--- src/rtl/regfile_wb_arbiter_pkg.sv ---
// Shared encodings for the register-file writeback arbiter: requester ids and stage states.
package regfile_wb_arbiter_pkg;

  typedef enum logic {
    REQ_A = 1'b0,
    REQ_B = 1'b1
  } req_id_e;

  typedef enum logic {
    ST_EMPTY = 1'b0,
    ST_FULL  = 1'b1
  } stage_state_e;

  function automatic req_id_e other_req(input req_id_e id);
    return (id == REQ_A) ? REQ_B : REQ_A;
  endfunction

endpackage

--- src/rtl/regfile_wb_arbiter_rr_arbiter2.sv ---
// Two-way round-robin arbiter; the pointer only moves when both sides contend and a grant is issued.
module rr_arbiter2
  import regfile_wb_arbiter_pkg::*;
(
  input  logic       Clk_i,
  input  logic       Rst_i,
  input  logic       En_i,
  input  logic [1:0] Req_i,
  output logic [1:0] Gnt_o
);

  req_id_e prio_q;
  req_id_e prio_d;

  // Bit 0 of Req_i/Gnt_o is requester A, bit 1 is requester B.
  always_comb begin
    Gnt_o  = 2'b00;
    prio_d = prio_q;
    if (En_i) begin
      unique case (Req_i)
        2'b01: Gnt_o = 2'b01;
        2'b10: Gnt_o = 2'b10;
        2'b11: begin
          Gnt_o  = (prio_q == REQ_A) ? 2'b01 : 2'b10;
          prio_d = other_req(prio_q);
        end
        default: Gnt_o = 2'b00;
      endcase
    end
  end

  always_ff @(posedge Clk_i or posedge Rst_i) begin
    if (Rst_i) begin
      prio_q <= REQ_A;
    end else begin
      prio_q <= prio_d;
    end
  end

endmodule

--- src/rtl/regfile_wb_arbiter.sv ---
// Merges ALU and load-unit writebacks into one register-file write port through a one-entry stage.
// Optional forwarding port is compiled in when RF_WB_FWD_EN is defined.
module regfile_wb_arbiter
  import regfile_wb_arbiter_pkg::*;
#(
  parameter int  REG_WIDTH  = 32,
  parameter int  NUM_REGS   = 32,
  parameter bit  R0_IS_ZERO = 1'b1,
  localparam int SEL_W      = (NUM_REGS > 1) ? $clog2(NUM_REGS) : 1
) (
  input  logic                 Clk_i,
  input  logic                 Rst_i,
  input  logic                 A_Valid_i,
  input  logic [SEL_W-1:0]     A_Rd_Sel_i,
  input  logic [REG_WIDTH-1:0] A_Data_i,
  output logic                 A_Ready_o,
  input  logic                 B_Valid_i,
  input  logic [SEL_W-1:0]     B_Rd_Sel_i,
  input  logic [REG_WIDTH-1:0] B_Data_i,
  output logic                 B_Ready_o,
  input  logic                 Rf_Hold_i,
  output logic                 Data_We_o,
  output logic [SEL_W-1:0]     Rd_Sel_o,
  output logic [REG_WIDTH-1:0] Data_o,
  output logic                 Busy_o
`ifdef RF_WB_FWD_EN
  ,
  input  logic [SEL_W-1:0]     Fwd_Sel_i,
  output logic                 Fwd_Hit_o,
  output logic [REG_WIDTH-1:0] Fwd_Data_o
`endif
);

  stage_state_e         state_q, state_d;
  logic [SEL_W-1:0]     sel_q, sel_d;
  logic [REG_WIDTH-1:0] data_q, data_d;

  logic                 stage_valid;
  logic                 drain;
  logic                 accept_en;
  logic [1:0]           gnt;
  logic [SEL_W-1:0]     grant_sel;
  logic [REG_WIDTH-1:0] grant_data;
  logic                 discard;
  logic                 load;

  assign stage_valid = (state_q == ST_FULL);
  assign drain       = stage_valid & ~Rf_Hold_i;
  // The stage can take a new entry if it is empty or is being written out this cycle.
  assign accept_en   = (~stage_valid | ~Rf_Hold_i) & ~Rst_i;

  rr_arbiter2 u_rr (
    .Clk_i (Clk_i),
    .Rst_i (Rst_i),
    .En_i  (accept_en),
    .Req_i ({B_Valid_i, A_Valid_i}),
    .Gnt_o (gnt)
  );

  assign A_Ready_o  = gnt[REQ_A];
  assign B_Ready_o  = gnt[REQ_B];
  assign grant_sel  = gnt[REQ_B] ? B_Rd_Sel_i : A_Rd_Sel_i;
  assign grant_data = gnt[REQ_B] ? B_Data_i : A_Data_i;
  // Writes to r0 are acknowledged but never reach the register file.
  assign discard    = R0_IS_ZERO && (grant_sel == '0);
  assign load       = (|gnt) && !discard;

  always_comb begin
    state_d = state_q;
    sel_d   = sel_q;
    data_d  = data_q;
    unique case (state_q)
      ST_EMPTY: begin
        if (load) begin
          state_d = ST_FULL;
          sel_d   = grant_sel;
          data_d  = grant_data;
        end
      end
      ST_FULL: begin
        if (load) begin
          sel_d  = grant_sel;
          data_d = grant_data;
        end else if (drain) begin
          state_d = ST_EMPTY;
        end
      end
      default: state_d = ST_EMPTY;
    endcase
  end

  always_ff @(posedge Clk_i or posedge Rst_i) begin
    if (Rst_i) begin
      state_q <= ST_EMPTY;
      sel_q   <= '0;
      data_q  <= '0;
    end else begin
      state_q <= state_d;
      sel_q   <= sel_d;
      data_q  <= data_d;
    end
  end

  assign Data_We_o = drain;
  assign Rd_Sel_o  = sel_q;
  assign Data_o    = data_q;
  assign Busy_o    = stage_valid;

`ifdef RF_WB_FWD_EN
  assign Fwd_Hit_o  = stage_valid && (sel_q == Fwd_Sel_i) && !(R0_IS_ZERO && (Fwd_Sel_i == '0));
  assign Fwd_Data_o = data_q;
`endif

endmodule

--- config.mk ---
export PLATFORM = sky130hd
export DESIGN_NAME = regfile_wb_arbiter
export DESIGN_NICKNAME = d
export VERILOG_FILES = /design/src/rtl/regfile_wb_arbiter_pkg.sv /design/src/rtl/regfile_wb_arbiter_rr_arbiter2.sv /design/src/rtl/regfile_wb_arbiter.sv
export SDC_FILE = /design/constraint.sdc
export NUM_CORES = 1
export LEC_CHECK = 0
export ABC_AREA = 1
export CAP_MARGIN = 20
export CORE_MARGIN = 10
export CORE_UTILIZATION = 38
export DETAILED_ROUTE_END_ITERATION = 12
export PLACE_DENSITY = 0.81
export SETUP_SLACK_MARGIN = 0.02
export SYNTH_ARGS = -nofsm -noshare
export SYNTH_HDL_FRONTEND = slang
export SYNTH_HIERARCHICAL = 1
export SYNTH_SLANG_ARGS = --single-unit
--- constraint.sdc ---
create_clock -name Clk_i -period 2.2 [get_ports Clk_i]
set_input_delay 0.33 -clock Clk_i [delete_from_list [all_inputs] [get_ports Clk_i]]
set_output_delay 0.33 -clock Clk_i [all_outputs]
set_load 0.03 [all_outputs]
==> summary.md, run 1 <==
In the routed layout, each cell is associated on average with a via count of 4.64. Worst reg2reg path endpoint: Rd_Sel_o[1]$_DFFE_PP0P_. The flow ran to the end, and the final reports show no timing, DRC or antenna violations.

The detailed-route wire length per cell was 14.3 µm; the headroom to the max-slew limit was 53.1%. The initial antenna violation count is 0. Relative to the synthesized area, the layout overhead comes to 71.9%. The worst setup path is captured at an output pin. The library cells used most frequently in the layout, excluding fill and tap cells, are nand2_1, clkdlybuf4s50_1, dfrtp_1. The tools report the wire length after detailed routing as 7.15 mm. Walking the worst path, the cells encountered are clkdlybuf4s50_1, nor2_1, clkdlybuf4s50_1.

The number of max-slew violations in the final report came out at 0. The startpoint identified for the worst register-to-register timing path is Busy_o$_DFF_PP0_. CTS placed an instance of clkbuf_8 at the clock tree root.

For the area enclosed by the die boundary, the log shows 0.00876 mm². For met1 alone, demand over resource in global routing was 16.3%. The number of hold buffers added after cts came out at 0.

In this run the power density over the cells is 1180 mW/mm². The Yosys step of the flow raised 6 warnings. A synthesized cell averages 6.84 µm². Of the cells placed in the final design, the portion with a size suffix greater than 1 is 8.60%. At the pin with the least slew margin, the transition time is 0.699 ns. The number of buffers and inverters on the critical path is 2.

The logs give 0 for the number of remaining DRC errors and 508 for the final net count. The logs give 0.29 ns for the later-pin clock latency in the skew report and 0 for the antenna diode count. The tools report the H-tree depth as 2. The logs give 2 for the number of buffers on the longest clock path and 39.8% for the starting density of the core.

The number of cells produced by synthesis was 301; the TritonCTS buffer count was 5. The port buffer count was 119; the delay of the slowest cell on the worst path was 0.71 ns. Routability-driven placement finished with a final weighted congestion of 0.763. The die is 93.6 µm wide. The post-cts resize count was 0; the number of nets with antenna violations after routing was 0.

The critical path start-end classification is in -> out. The tools report the standard cell core area as 0.00517 mm². The tools report the global routing met3 resource utilization as 6.47%. The number of cells on the worst reg-to-reg path came out at 12. Summing over every cut layer, the via total after detailed routing is 2318.

Among all stages on the critical path, the largest delay is contributed by clkdlybuf4s50_1. The count of clock tree sinks is 39, and the total of flip-flops plus latches after synthesis is 39. Along the worst path, the maximum fanout reaches 2. Counting the fill cells in the layout gives 443.

The total overflow left after global routing is 0. The logs give 380 for the post-synthesis net count and 120 for the number of I/O pins. Global routing used 16.3% of the available tracks across all layers. Among cell families on the critical path, the largest total delay comes from buffers and inverters. Layer carrying the most global-route usage: met2.

The vertical die dimension was 93.6 µm; the maximum ir drop on the vdd rail was 0.619 mV. For the via count of the first global-routing pass, the log shows 2464. For the final hold violation count, the log shows 0. Data on the critical path is required at its endpoint by 1.87 ns. The wire length of the first global-routing pass came out at 11.6 mm. The arrival time of data at the critical path endpoint is 1.65 ns, and the largest net degree at the start of global routing is 22. The library cell used most frequently in the layout, excluding fill and tap cells, is nand2_1. The minimum clock period was 1.98 ns.

After the first detailed-routing iteration, the DRC count stood at 83. Setup repair after global routing left no endpoint under its margin. The run gives 0 as the number of setup violations in the final report. In the final timing run, aggregate negative setup slack is 0 ns.

Across all register-to-register paths, the minimum setup slack is 0.31 ns. After layout, the worst path uses 89.9% of the clock period. The number of library cell types mapped by synthesis is 17, and the max capacitance violation total is 0. TritonCTS built the clock tree. The type of origin of the critical path is a primary input.

Before antenna repair, the detailed router went through 4 iterations. The highest clock frequency the design can meet is 0.505 GHz. For met2 alone, demand over resource in global routing was 30.3%.

In this run the static leakage power is 1.80 nW. The count of standard-cell rows was 26. The number of setup buffers added after CTS is 0. After legalization and detailed placement, the total HPWL measured 5.85 mm. The cell that appears most often on the critical path is clkdlybuf4s50_1. Sequential elements use 47.4% of the synthesized area. The tools report the post-detailed-placement cell area as 0.00342 mm². Summing every instance area after synthesis gives 0.00206 mm². The type of the most critical hold path is in -> async.

The final design area excluding fillers was 0.00354 mm². Clock-pin slew was measured on the worst setup and hold paths at 0.07 ns. Overall power consumption after layout is estimated at 4.18 mW. The clock tree skew after final layout is 0.00488 ns.
-- layer usage --
layer	up-vias	wire, µm
met1	1044	2730
met4	0	83
met5	-	0
met3	8	634
met2	77	3700
li1	1189	-
-- sequential cells by signal, indices dropped and copies added (netlist names) --
register	cells
Busy_o	1
Data_o	32
Rd_Sel_o	5
u_rr/prio_q	1
-- synth_stat cells, drive strengths merged --
cell | n | area, µm²
dfrtp | 39 | 976
nand3 | 38 | 195
o21ai | 2 | 10.0
nand2 | 189 | 712
nor2 | 3 | 11.3
a21oi | 3 | 15.0
or2 | 1 | 6.26
inv | 7 | 26.3
clkbuf | 7 | 26.3
nand4 | 1 | 6.26
buf | 11 | 75.1
-- how the worst max path moves through the flow --
stage	startpoint	end	slack, ns	cells past startpoint
floorplan	Busy_o$_DFF_PP0_	Busy_o$_DFF_PP0_	0.05	11
global placement	Rst_i	Busy_o$_DFF_PP0_	0.07	12
detailed placement	Rf_Hold_i	Data_o[0]$_DFFE_PP0P_	-0.03	13
CTS	Rf_Hold_i	Data_We_o	0.21	3
global route	Rf_Hold_i	Data_o[14]$_DFFE_PP0P_	0.08	13
finish	Rf_Hold_i	Data_We_o	0.22	3
-- through the flow --
stage	instances	util (%)	setup slack, ns	hold WS [ns]
6_report	500	68.5	0.222	0.368
5_1_grt	500	68.5	0.0809	0.365
4_1_cts	500	68.5	0.207	0.360
3_5_place_dp	492	66.2	-0.0274	0.458
3_3_place_gp	492	66.2	0.0667	0.453
2_1_floorplan	301	-	0.0520	0.0587
-- area by class of cell --
type	count	area, µm²	share of cell area [%]
multi-input cells	237	971	27.4
flip-flops and latches	39	977	27.6
clock buffers	6	82.6	2.33
well taps	70	87.6	2.47
clock inverters	2	35.0	0.989
repair buffers	139	1360	38.4
inverters	7	26.3	0.742
-- power breakdown --
part | internal, mW | leakage, nW | switching [mW]
registers | 1.06 | 0.482 | 0.188
clock network | 0.367 | 0.0612 | 0.247
logic | 0.964 | 1.25 | 1.35
total | 2.39 | 1.80 | 1.79
-- worst register-to-register path: stages, from the launching register on --
cell and delay [ns]:
dfrtp_2 0.43, a21oi_2 0.16, nand2_1 0.10, a21oi_4 0.15
inv_2 0.10, nand2_1 0.07, nand2_1 0.07, nor2_1 0.17
nand3_2 0.14, nand2_2 0.11, buf_4 0.20, nand2_1 0.08
nand2_1 0.06
-- cell families (layout without fill, tap and decap cells) --
family | after synthesis | after routing | share of synthesized area (%)
flip-flops | 39 | 39 | 47.4
AO/OA/AOI/OAI | 5 | 5 | 1.21
AND/OR/NAND/NOR | 232 | 232 | 45.2
buffers and inverters | 25 | 154 | 6.20
(Power assumes the default switching activity.)
==> inputs of run 2 (changes only) <==
--- a/config.mk
+++ b/config.mk
@@ -10,8 +10,9 @@
 export CORE_MARGIN = 10
 export CORE_UTILIZATION = 38
 export DETAILED_ROUTE_END_ITERATION = 12
+export GPL_TIMING_DRIVEN = 0
 export PLACE_DENSITY = 0.81
-export SETUP_SLACK_MARGIN = 0.02
+export SETUP_SLACK_MARGIN = 0.05
 export SYNTH_ARGS = -nofsm -noshare
 export SYNTH_HDL_FRONTEND = slang
 export SYNTH_HIERARCHICAL = 1
==> constraint.sdc (replaced) <==
create_clock -name Clk_i -period 2 [get_ports Clk_i]
set_input_delay 0.3 -clock Clk_i [delete_from_list [all_inputs] [get_ports Clk_i]]
set_output_delay 0.3 -clock Clk_i [all_outputs]
set_load 0.03 [all_outputs]
==> run 2 against run 1 <==
Compared with the run above: cell count rose by 2.8%; clock-buffer cell count rose by 2; critical path type is now reg -> reg; first-iteration DRC count rose by 4.8%; die area did not move; clock skew barely moved; wire length barely moved; flip-flop and latch count did not move; register-to-register slack got worse by 0.25 ns; largest power group unchanged.
==> summary.md, run 2 (synthesized netlist as in run 1, its figures left out) <==
The flow ran to the end, and the final reports show no timing, DRC or antenna violations. The slowest stage of the critical path is the dfrtp_2 cell. For the count of clock tree sinks, the log shows 39 (unchanged).

The ratio of cells with drive above 1 in the final layout is 14.2% (+5.6 points), and the initial antenna violation count is 0 (unchanged). Setup repair after global routing could not meet its margin everywhere. The H-tree depth came out at 2 (unchanged).

The run gives 0.731 (-4.3%) as the final weighted congestion in routability-driven placement. The transition time of the tightest slew-check pin was 0.785 ns (+0.0864 ns); the minimum clock period was 1.94 ns. The cell sitting at the root of the clock tree is a clkbuf_8. The type of origin of the critical path is a flop.

Number of flip-flops in the largest register: 32 (unchanged). Leaving out fill and tap cells, the most frequent cells in the layout are nand2_1, clkdlybuf4s50_1, dfrtp_1. The logs give 4 (unchanged) for the number of optimization iterations in the first detailed-route pass and 2 (unchanged) for the number of buffers on the longest clock path. The run gives 39 (+77%) as the largest net degree at the start of global routing.

The port buffer count came out at 119 (unchanged). The wire length of the first global-routing pass was 10.9 mm (-6.3%); the required time at the endpoint of the critical path was 2.18 ns (+0.31 ns). For the standard cell core area, the log shows 0.00517 mm² (unchanged).

The tools report the worst reg2reg path startpoint as Busy_o$_DFF_PP0_. The endpoint identified for the worst register-to-register timing path is Busy_o$_DFF_PP0_. For the global-route congestion overflow total, the log shows 0 (unchanged). The vertical die dimension was 93.6 µm (unchanged).

The critical path depth came out at 12 (+9). Critical path's top delay family: simple AND/OR/NAND/NOR gates. The arrival time of data at the critical path endpoint is 2.12 ns (+0.47 ns), and the detailed-route wire length per cell is 13.9 µm (-2.8%).

Traced cell by cell, the critical path runs through a21oi_2, nand2_1, a21oi_4, inv_4, nand2_1, nand2_4, nor2_4, nand3_4, nand2_4, buf_12, clkbuf_16, o21ai_1. The tools report the half-perimeter wire length after placement as 5.39 mm (-7.9%). The number of I/O pins is 120 (unchanged), and the count of standard-cell rows is 26 (unchanged). Starting density of the core: 39.8% (unchanged). The tools report the number of max-slew violations in the final report as 0 (unchanged).

The run gives 2377 (+2.5%) as the total number of vias. For the wire length after detailed routing, the log shows 7.14 mm (about the same). STA classifies the critical path endpoint as a flop. The run gives -0.542 ns (-0.514 ns) as the worst slack after detailed placement. The most critical setup path has its endpoint at Busy_o$_DFF_PP0_.

The chip width is 93.6 µm (unchanged), and the share of the clock period used by the worst path after layout is 97.2%. Final hold violation count: 0 (unchanged). Most common cell after layout, fill and taps aside: nand2_1. Number of buffers and inverters on the critical path: 3 (+1). Antenna diode count: 0 (unchanged).

The headroom to the max-slew limit is 47.6% (-5.5 points). Clock-pin transition on the worst setup and hold timing paths: 0.07 ns (about the same). For the number of nets with antenna violations after routing, the log shows 0 (unchanged). The tools report the minimum setup slack in the final design as 0.0567 ns (-0.165 ns). Number of cells on the worst reg-to-reg path: 12 (unchanged).

TritonCTS built the clock tree. The synthesis-to-layout area growth was 82.0%; the area enclosed by the die boundary was 0.00876 mm² (unchanged). The vias per cell is 4.62 (-0.25%), and the highest clock frequency the design can meet is 0.515 GHz. The tightest min-delay check is of the in -> async type.

The run gives 87 (+4.8%) as the number of violations reported at the end of detailed-routing iteration 0. The via count of the first global-routing pass is 2313 (-6.1%). Number of remaining DRC errors: 0 (unchanged). The tools report the worst setup path startpoint as Busy_o$_DFF_PP0_.

The logs give 1.90 nW (+6.1%) for the leakage power figure and 0 (unchanged) for the max capacitance violation total. The run gives 0.29 ns (about the same) as the later-pin clock latency in the skew report. The power after layout is 4.63 mW (+11%).

The worst setup path is of the reg -> reg kind. The critical-path maximum fanout works out to 8 (+6). The total power divided by cell area came out at 1240 mW/mm² (+4.7%). The logs give 0.691 mV (+12%) for the maximum ir drop on the vdd rail and 15.4% (-0.84 points) for the total routing resource utilization after global routing. The slack of the worst reg-to-reg path is 0.06 ns (-0.25 ns). For the number of setup violations in the final report, the log shows 0 (unchanged). For the clock tree skew after final layout, the log shows 0.00465 ns (-0.000231 ns). The final net count is 522 (+2.8%), and the delay of the slowest cell on the worst path is 0.43 ns (-0.28 ns). The TritonCTS buffer count was 5 (unchanged).
[run 2: timing repair]
item / CTS / global route
hold buffers: 0 / 0
resized for setup: 15 / 41
setup endpoints to repair: 40 / 40
pin swaps: 2 / 8
cloned: 0 / 3
buffers inserted: 6 / 8
[run 2: worst register-to-register path: cells and delay by family, from the launching register on]
family                 cells  cell delay, ns
flip-flops                 1            0.43
AND/OR/NAND/NOR            6            0.62
buffers and inverters      3            0.36
AO/OA/AOI/OAI              3            0.44
[run 2: final cells by class]
class	instances	area [µm²]
Buffer	17	135
Clock buffer	8	100
Fill cell	406	1430
Inverter	7	28.8
Multi-Input combinational cell	237	1050
Sequential cell	39	977
Tap cell	70	87.6
Timing Repair Buffer	136	1370
[run 2: per-layer routing]
metal	vias to the layer above	share of wire (%)	GRT usage, %	wire (µm)
li1	1212	-	-	-
met5	-	0	0	0
met4	0	0.99	5.06	71
met3	7	10	7.11	727
met1	1070	39	16.7	2810
met2	88	49	26.2	3530
[run 2: worst min path at each step]
stage / startpoint / end / slack, ns / cells past startpoint
2_1_floorplan: Rst_i / u_rr/prio_q$_DFFE_PP0P_ / 0.03 / 1
3_3_place_gp: Data_o[27]$_DFFE_PP0P_ / Data_o[27]$_DFFE_PP0P_ / 0.45 / 2
3_5_place_dp: Data_o[26]$_DFFE_PP0P_ / Data_o[26]$_DFFE_PP0P_ / 0.46 / 2
4_1_cts: Rst_i / u_rr/prio_q$_DFFE_PP0P_ / 0.02 / 2
5_1_grt: Rst_i / u_rr/prio_q$_DFFE_PP0P_ / 0.02 / 2
6_report: Rst_i / u_rr/prio_q$_DFFE_PP0P_ / 0.03 / 2
[run 2: metrics by stage]
step	utilization [%]	hold WS [ns]	cells	cell area (µm²)	TNS, ns
2_1_floorplan	-	0.0287	301	2080	-2.54
3_3_place_gp	65.0	0.452	490	3360	-20.92
6_report	72.4	0.0338	514	3750	0
5_1_grt	72.4	0.0214	514	3750	-0.269
4_1_cts	68.3	0.0248	504	3530	0
3_5_place_dp	65.0	0.457	490	3360	-18.88
[run 2: power breakdown]
part	total (mW)	internal (mW)	switching [mW]
Clock	0.578	0.315	0.264
Combinational	2.68	1.16	1.52
Sequential	1.38	1.17	0.207
Total	4.63	2.64	1.99
==> inputs of run 3 (changes only) <==
--- a/config.mk
+++ b/config.mk
@@ -8,10 +8,10 @@
 export ABC_AREA = 1
 export CAP_MARGIN = 20
 export CORE_MARGIN = 10
-export CORE_UTILIZATION = 38
+export CORE_UTILIZATION = 34
 export DETAILED_ROUTE_END_ITERATION = 12
 export GPL_TIMING_DRIVEN = 0
-export PLACE_DENSITY = 0.81
+export PLACE_DENSITY = 0.72
 export SETUP_SLACK_MARGIN = 0.05
 export SYNTH_ARGS = -nofsm -noshare
 export SYNTH_HDL_FRONTEND = slang
==> constraint.sdc (replaced) <==
create_clock -name Clk_i -period 1.6 [get_ports Clk_i]
set_input_delay 0.24 -clock Clk_i [delete_from_list [all_inputs] [get_ports Clk_i]]
set_output_delay 0.24 -clock Clk_i [all_outputs]
set_load 0.03 [all_outputs]
==> run 3 against run 2 <==
Compared with the run above: the flow now finishes with violations (setup timing); wire length is 6.9% higher; largest power group unchanged; clock skew is 0.0018 ns lower; clock power is 25% higher; sequential share of layout area is 0.97 points lower; cell count is 2.5% higher; critical path type unchanged; via count is 1.3% higher; critical path depth is 1 higher; core utilization is 6.3 points lower; die area is 9.2% higher; global-route usage is 0.21 points lower; combinational power is 21% higher; sequential power is 29% higher.
==> summary.md, run 3 (synthesized netlist as in run 1, its figures left out) <==
The port buffer count was 119 (unchanged); the final hold violation count was 0 (unchanged). Setup repair after global routing could not meet its margin everywhere. The minimum setup slack in the final design is -0.260 ns (-0.317 ns), and the arrival time of data at the critical path endpoint is 2.04 ns (-0.08 ns). The library cell used most frequently in the layout, excluding fill and tap cells, is nand2_1. STA classifies the critical path endpoint as a flop.

The run gives 66.1% (-6.3 points) as the utilization after layout. The wire length after detailed routing was 7.63 mm (+6.9%). The critical path's top delay family was simple AND/OR/NAND/NOR gates. The wire length of the first global-routing pass was 12.2 mm (+12%).

The via count of the first global-routing pass was 2483 (+7.3%); the number of buffers on the longest clock path was 2 (unchanged). The critical path start-end classification was reg -> reg. The final design area excluding fillers was 0.00389 mm² (+3.9%). The origin of the worst min-delay path is Rf_Hold_i. The tools report the half-perimeter wire length after placement as 5.51 mm (+2.3%). For the later-pin clock latency in the skew report, the log shows 0.28 ns (about the same). TritonCTS buffer count: 5 (unchanged). For the antenna diode count, the log shows 0 (unchanged). Total power divided by cell area: 1480 mW/mm² (+20%).

For the slack of the worst reg-to-reg path, the log shows -0.26 ns (-0.32 ns). The initial antenna violation count was 0 (unchanged). The leakage power figure was 2.04 nW (+7.2%). The type of the most critical hold path is in -> reg. The ratio of cells with drive above 1 in the final layout is 24.6% (+10 points).

Worst hold path cell count: 3. Detailed-routed wire length on met2: 3.76 mm (+6.5%). The tools report the area enclosed by the die boundary as 0.00957 mm² (+9.2%). The type of origin of the critical path is a flop. The delay of the slowest cell on the worst path came out at 0.41 ns (-0.02 ns).

The total number of vias was 2407 (+1.3%). In this run the critical register-to-register path is captured at Data_o[1]$_DFFE_PP0P_. The most repeated library cell on the critical path was nand2_2. The end point of the most critical hold path is Busy_o$_DFF_PP0_.

The largest net degree at the start of global routing is 39 (unchanged), and the number of cells on the worst reg-to-reg path is 13 (+1). The run gives 0.00337 mm² (+0.19%) as the post-detailed-placement cell area. The number of buffers and inverters on the critical path is 3 (unchanged). TritonCTS built the clock tree. The power after layout was 5.76 mW (+24%).

The area growth from synthesis to layout is 89.0%. The number of setup violations in the final report was 40 (+40). The uppermost signal routing layer after detailed routing was met4.

The tools report the maximum ir drop on the vdd rail as 0.648 mV (-6.2%). The number of nets with antenna violations after routing came out at 0 (unchanged). The share of the clock period used by the worst path after layout is 116% (+19 points), and the number of remaining DRC errors is 0 (unchanged). The total routing resource utilization after global routing came out at 15.2% (-0.21 points). Vertical die dimension: 97.8 µm (+4.5%). The number of violations reported at the end of detailed-routing iteration 0 was 87 (unchanged).

The library cells used most frequently in the layout, excluding fill and tap cells, are nand2_1, clkdlybuf4s50_1, nand2_2. The hold slack was 0.271 ns (+0.237 ns); the vias per cell was 4.57 (-1.2%). For this design, the slowest cell found on the critical path is dfrtp_2. The highest clock frequency the design can meet is 0.538 GHz (+4.5%), and the detailed-route wire length per cell is 14.5 µm (+4.3%). The number of flip-flops in the largest register came out at 32 (unchanged). The chip width was 97.8 µm (+4.5%).

The signal on the critical path passes through a21oi_2, nand2_2, a21oi_4, buf_6, nand2_2, nand2_2, nor2_4, nand3_4, nand2_4, buf_8, buf_6, nand2_2, nand2_1. For the number of standard cells in the final layout excluding fillers, the log shows 527 (+2.5%). The logs give 28 (+7.7%) for the count of standard-cell rows and 1.78 ns (-0.40 ns) for the required time at the endpoint of the critical path. The standard cell core area is 0.00589 mm² (+14%), and the headroom to the max-slew limit is 46.5% (-1.0 points). The tools report the starting density of the core as 35.0% (-4.8 points). The routed length on met1 is 3.19 mm (+14%). The final weighted congestion in routability-driven placement is 0.743 (+1.7%), and the minimum clock period is 1.86 ns (-0.0830 ns).

The clock root buffer is clkbuf_8. The tools report the total length of routed met3 wires as 589 µm (-19%). The global-route congestion overflow total is 0 (unchanged), and the H-tree depth is 2 (unchanged). In this run the critical register-to-register path is launched from Busy_o$_DFF_PP0_. The max capacitance violation total is 0 (unchanged), and the clock-pin transition on the worst setup and hold timing paths is 0.07 ns (about the same). The tools report the post-placement cell count as 495 (+1.0%). The number of max-slew violations in the final report was 0 (unchanged); the critical-path maximum fanout was 7 (-1).

The run gives 39 (unchanged) as the count of clock tree sinks. The number of I/O pins is 120 (unchanged). The transition time of the tightest slew-check pin is 0.801 ns (+0.0157 ns), and the final net count is 530 (+1.5%). For the clock tree skew after final layout, the log shows 0.00284 ns (-0.00181 ns). The checks that failed: setup timing. The run gives 5 (+1) as the number of optimization iterations in the first detailed-route pass.

The run finished, with violations left.
run 3: changes by cell type in the layout (fill, tap and decap cells not counted), sizes merged:
cell | previous run | this run
buf | 25 | 34
clkdlybuf4s50 | 114 | 76
dlygate4sd2 | 1 | 39
dlymetal6s2s | 2 | 1
dlygate4sd3 | 0 | 1
clkdlybuf4s15 | 1 | 0
clkbuf | 18 | 17
nand3 | 38 | 39
run 3: report_power, final:
group	switching, mW	total (mW)	internal [mW]
logic	2.01	3.25	1.25
registers	0.315	1.78	1.46
clock network	0.331	0.724	0.393
run 3: area by class of cell:
| class | count | area [µm²] |
|---|---|---|
| inverters | 7 | 28.8 |
| plain buffers | 18 | 155 |
| well taps | 75 | 93.8 |
| fillers | 541 | 1990 |
| clock buffers | 8 | 100 |
| flip-flops and latches | 39 | 977 |
| multi-input cells | 238 | 1170 |
| repair buffers | 142 | 1370 |
run 3: worst max-delay path by stage:
stage / cells past startpoint / slack (ns) / endpoint / from
after floorplan: 12 / -0.53 / Busy_o$_DFF_PP0_ / Busy_o$_DFF_PP0_
after global placement: 13 / -0.86 / Busy_o$_DFF_PP0_ / Rf_Hold_i
after detailed placement: 12 / -0.90 / Data_o[16]$_DFFE_PP0P_ / Rst_i
after CTS: 13 / -0.24 / Rd_Sel_o[2]$_DFFE_PP0P_ / Busy_o$_DFF_PP0_
after global routing: 13 / -0.38 / Rd_Sel_o[2]$_DFFE_PP0P_ / Busy_o$_DFF_PP0_
final: 13 / -0.26 / Data_o[1]$_DFFE_PP0P_ / Busy_o$_DFF_PP0_
run 3: what timing repair did:
action | CTS | global route
endpoints found under the hold margin | 1 | 0
resized for setup | 118 | 31
pin swaps | 9 | 7
buffers inserted | 17 | 2
setup endpoints to repair | 79 | 40
hold buffers | 1 | 0
gates cloned | 4 | 0
run 3: tightest hold or removal path: cells and delay by family:
kind | cells | cell delay [ns]
buf+inv | 1 | 0.12
compound gates | 1 | 0.09
simple gates | 1 | 0.08
run 3: through the flow:
step,worst slack [ns],TNS [ns]
3_5_place_dp,-0.895,-32.99
5_1_grt,-0.378,-13.75
2_1_floorplan,-0.534,-17.64
3_3_place_gp,-0.862,-50.42
6_report,-0.260,-9.36
4_1_cts,-0.243,-8.77
run 3: per-layer routing:
metal	global-route usage [%]	vias up
met1	17.6	1088
met2	25.8	77
li1	-	1232
met4	3.58	0
met5	0	-
met3	5.78	10
==> RTL edit (config.mk and constraints of run 3) <==
Set the parameter `REG_WIDTH` to 64 (it was 32).
--- a/src/rtl/regfile_wb_arbiter.sv
+++ b/src/rtl/regfile_wb_arbiter.sv
@@ -3,7 +3,7 @@
 module regfile_wb_arbiter
   import regfile_wb_arbiter_pkg::*;
 #(
-  parameter int  REG_WIDTH  = 32,
+  parameter int  REG_WIDTH  = 64,
   parameter int  NUM_REGS   = 32,
   parameter bit  R0_IS_ZERO = 1'b1,
   localparam int SEL_W      = (NUM_REGS > 1) ? $clog2(NUM_REGS) : 1
Ports: changed (resized A_Data_i, B_Data_i and Data_o); port bits go from 120 to 216. No check against the original RTL was run, so the function may have changed too.
==> RTL edit against run 3 <==
- cell area increased by 71%
- synthesized cell count rose by 81%
- sequential cell count increased by 32
- total power increased by 77%
- the flow still finishes with violations (setup timing)
- setup slack lost 160 ps
- largest cell class unchanged
- count of clock-buffer cells in the layout is 1 higher
- routed wire length up 91%
- first-iteration DRC count grew to 2.8 times the old value
- synthesized area rose by 81%
==> RTL edit: results (changes against run 3) <==
- Multi-input gate area: 1940 um2 (+66%)
- Status: finished, violations left
- Leakage dissipation: 3.53 nW (+73%)
- Max reg flops: 64 (+100%)
- Final setup fails: 72 (+80%)
- Max_slew headroom: 52.3% (+5.8 points)
- RePlAce Congestion: 0.862 (+16%)
- Syn nets: 687 (+81%)
- Placed cell areas: 6110 um2 (+81%)
- Clock net power: 1.62 mW (+120%)
- Quantity of I/O buffers inserted on ports: 215 (+81%)
- Failing checks: setup timing
- # fillers: 986 (+82%)
- Post-route setup slack: -423 ps (-163 ps)
- Commonest cells post-synth: nand2_1, dfrtp_1, nand3_1, buf_1, buf_4
- Clock Skews: 11.1 ps (+8.28 ps)
- Tap Count: 140 (+87%)
- Hold crit path type: in -> async
- #FFs+latches synth: 71 (+82%)
- Layout cells sized above 1: 14.9% (-9.6 points)
- Slowest Stage Delay on Critical Path: 590 ps (+180 ps)
- Clk cell area share: 3.31% (+0.73 points)
- Most area-consuming cells after synthesis: dfrtp_1, nand2_1, nand3_1, buf_4, buf_1
- Syn Inst Count: 544 (+81%)
- Dpl hpwl: 11200 um (+100%)
- Multi-input gate count: 429 (+80%)
- Signal buffers: 267 (+67%)
- # clk buffers: 9 (+1)
- Internal: 5.46 mW (+76%)
- Synth Area in Compound Gates: 0.673% (-0.54 points)
- NumNets Final: 928 (+75%)
- Register Area: 1780 um2 (+82%)
[RTL edit: cell count changes in the layout (fill, tap and decap cells not counted), sizes merged]
cell           delta
dlygate4sd2      +31
dfrtp            +32
dlygate4sd3       -1
dlymetal6s2s      -1
clkdlybuf4s50    +66
bufinv            +2
nand2           +160
buf              +13
clkinv            +4
nand3            +31
clkinvlp          +1
[RTL edit: through the flow]
step / TNS [ps] / utilization (%) / hold WS [ps]
floorplan: -31420 / - / -31.3
global placement: -90330 / 56.4 / 453
detailed placement: -70140 / 56.6 / 458
CTS: -26310 / 60.4 / 166
global route: -32870 / 61.7 / 174
finish: -26600 / 61.7 / 185
[RTL edit: worst paths after layout]
kind | start | to | slack, ps | cells after the start
min | Rst_i | u_rr/prio_q | 190 | 2
max reg2reg | Busy_o | Data_o[14] | -370 | 13
min reg2reg | Data_o[39] | Data_o[39] | 470 | 2
max | Rst_i | Data_o[14] | -420 | 12
max in group asynchronous | Rst_i | Data_o[43] | 500 | 3
min in group Clk_i | Data_o[39] | Data_o[39] | 470 | 2
[RTL edit: metal layers]
layer	wire length, um	global-route usage, %
met5	0	0
met1	5850	19.9
met3	1250	6.17
met4	187	5.21
met2	7330	31.7
[RTL edit: kinds of logic (layout without fill, tap and decap cells)]
group | Yosys count | count (layout)
flip-flops | 71 | 71
AO/OA/AOI/OAI | 5 | 5
buffers and inverters | 44 | 290
AND/OR/NAND/NOR | 424 | 424
[RTL edit: repair_timing]
action / in CTS / in global routing
hold buffers: 0 / 0
gates resized for setup: 141 / 36
buffers inserted: 8 / 3
cloned: 3 / 0
pin swaps: 26 / 15
endpoints found under the hold margin: 0 / 0
endpoints found under the setup margin: 143 / 72
[RTL edit: critical path, delay by kind of cell]
family / cells / cell delay [ps]
compound gates: 3 / 390
buf+inv: 5 / 1220
simple gates: 4 / 410
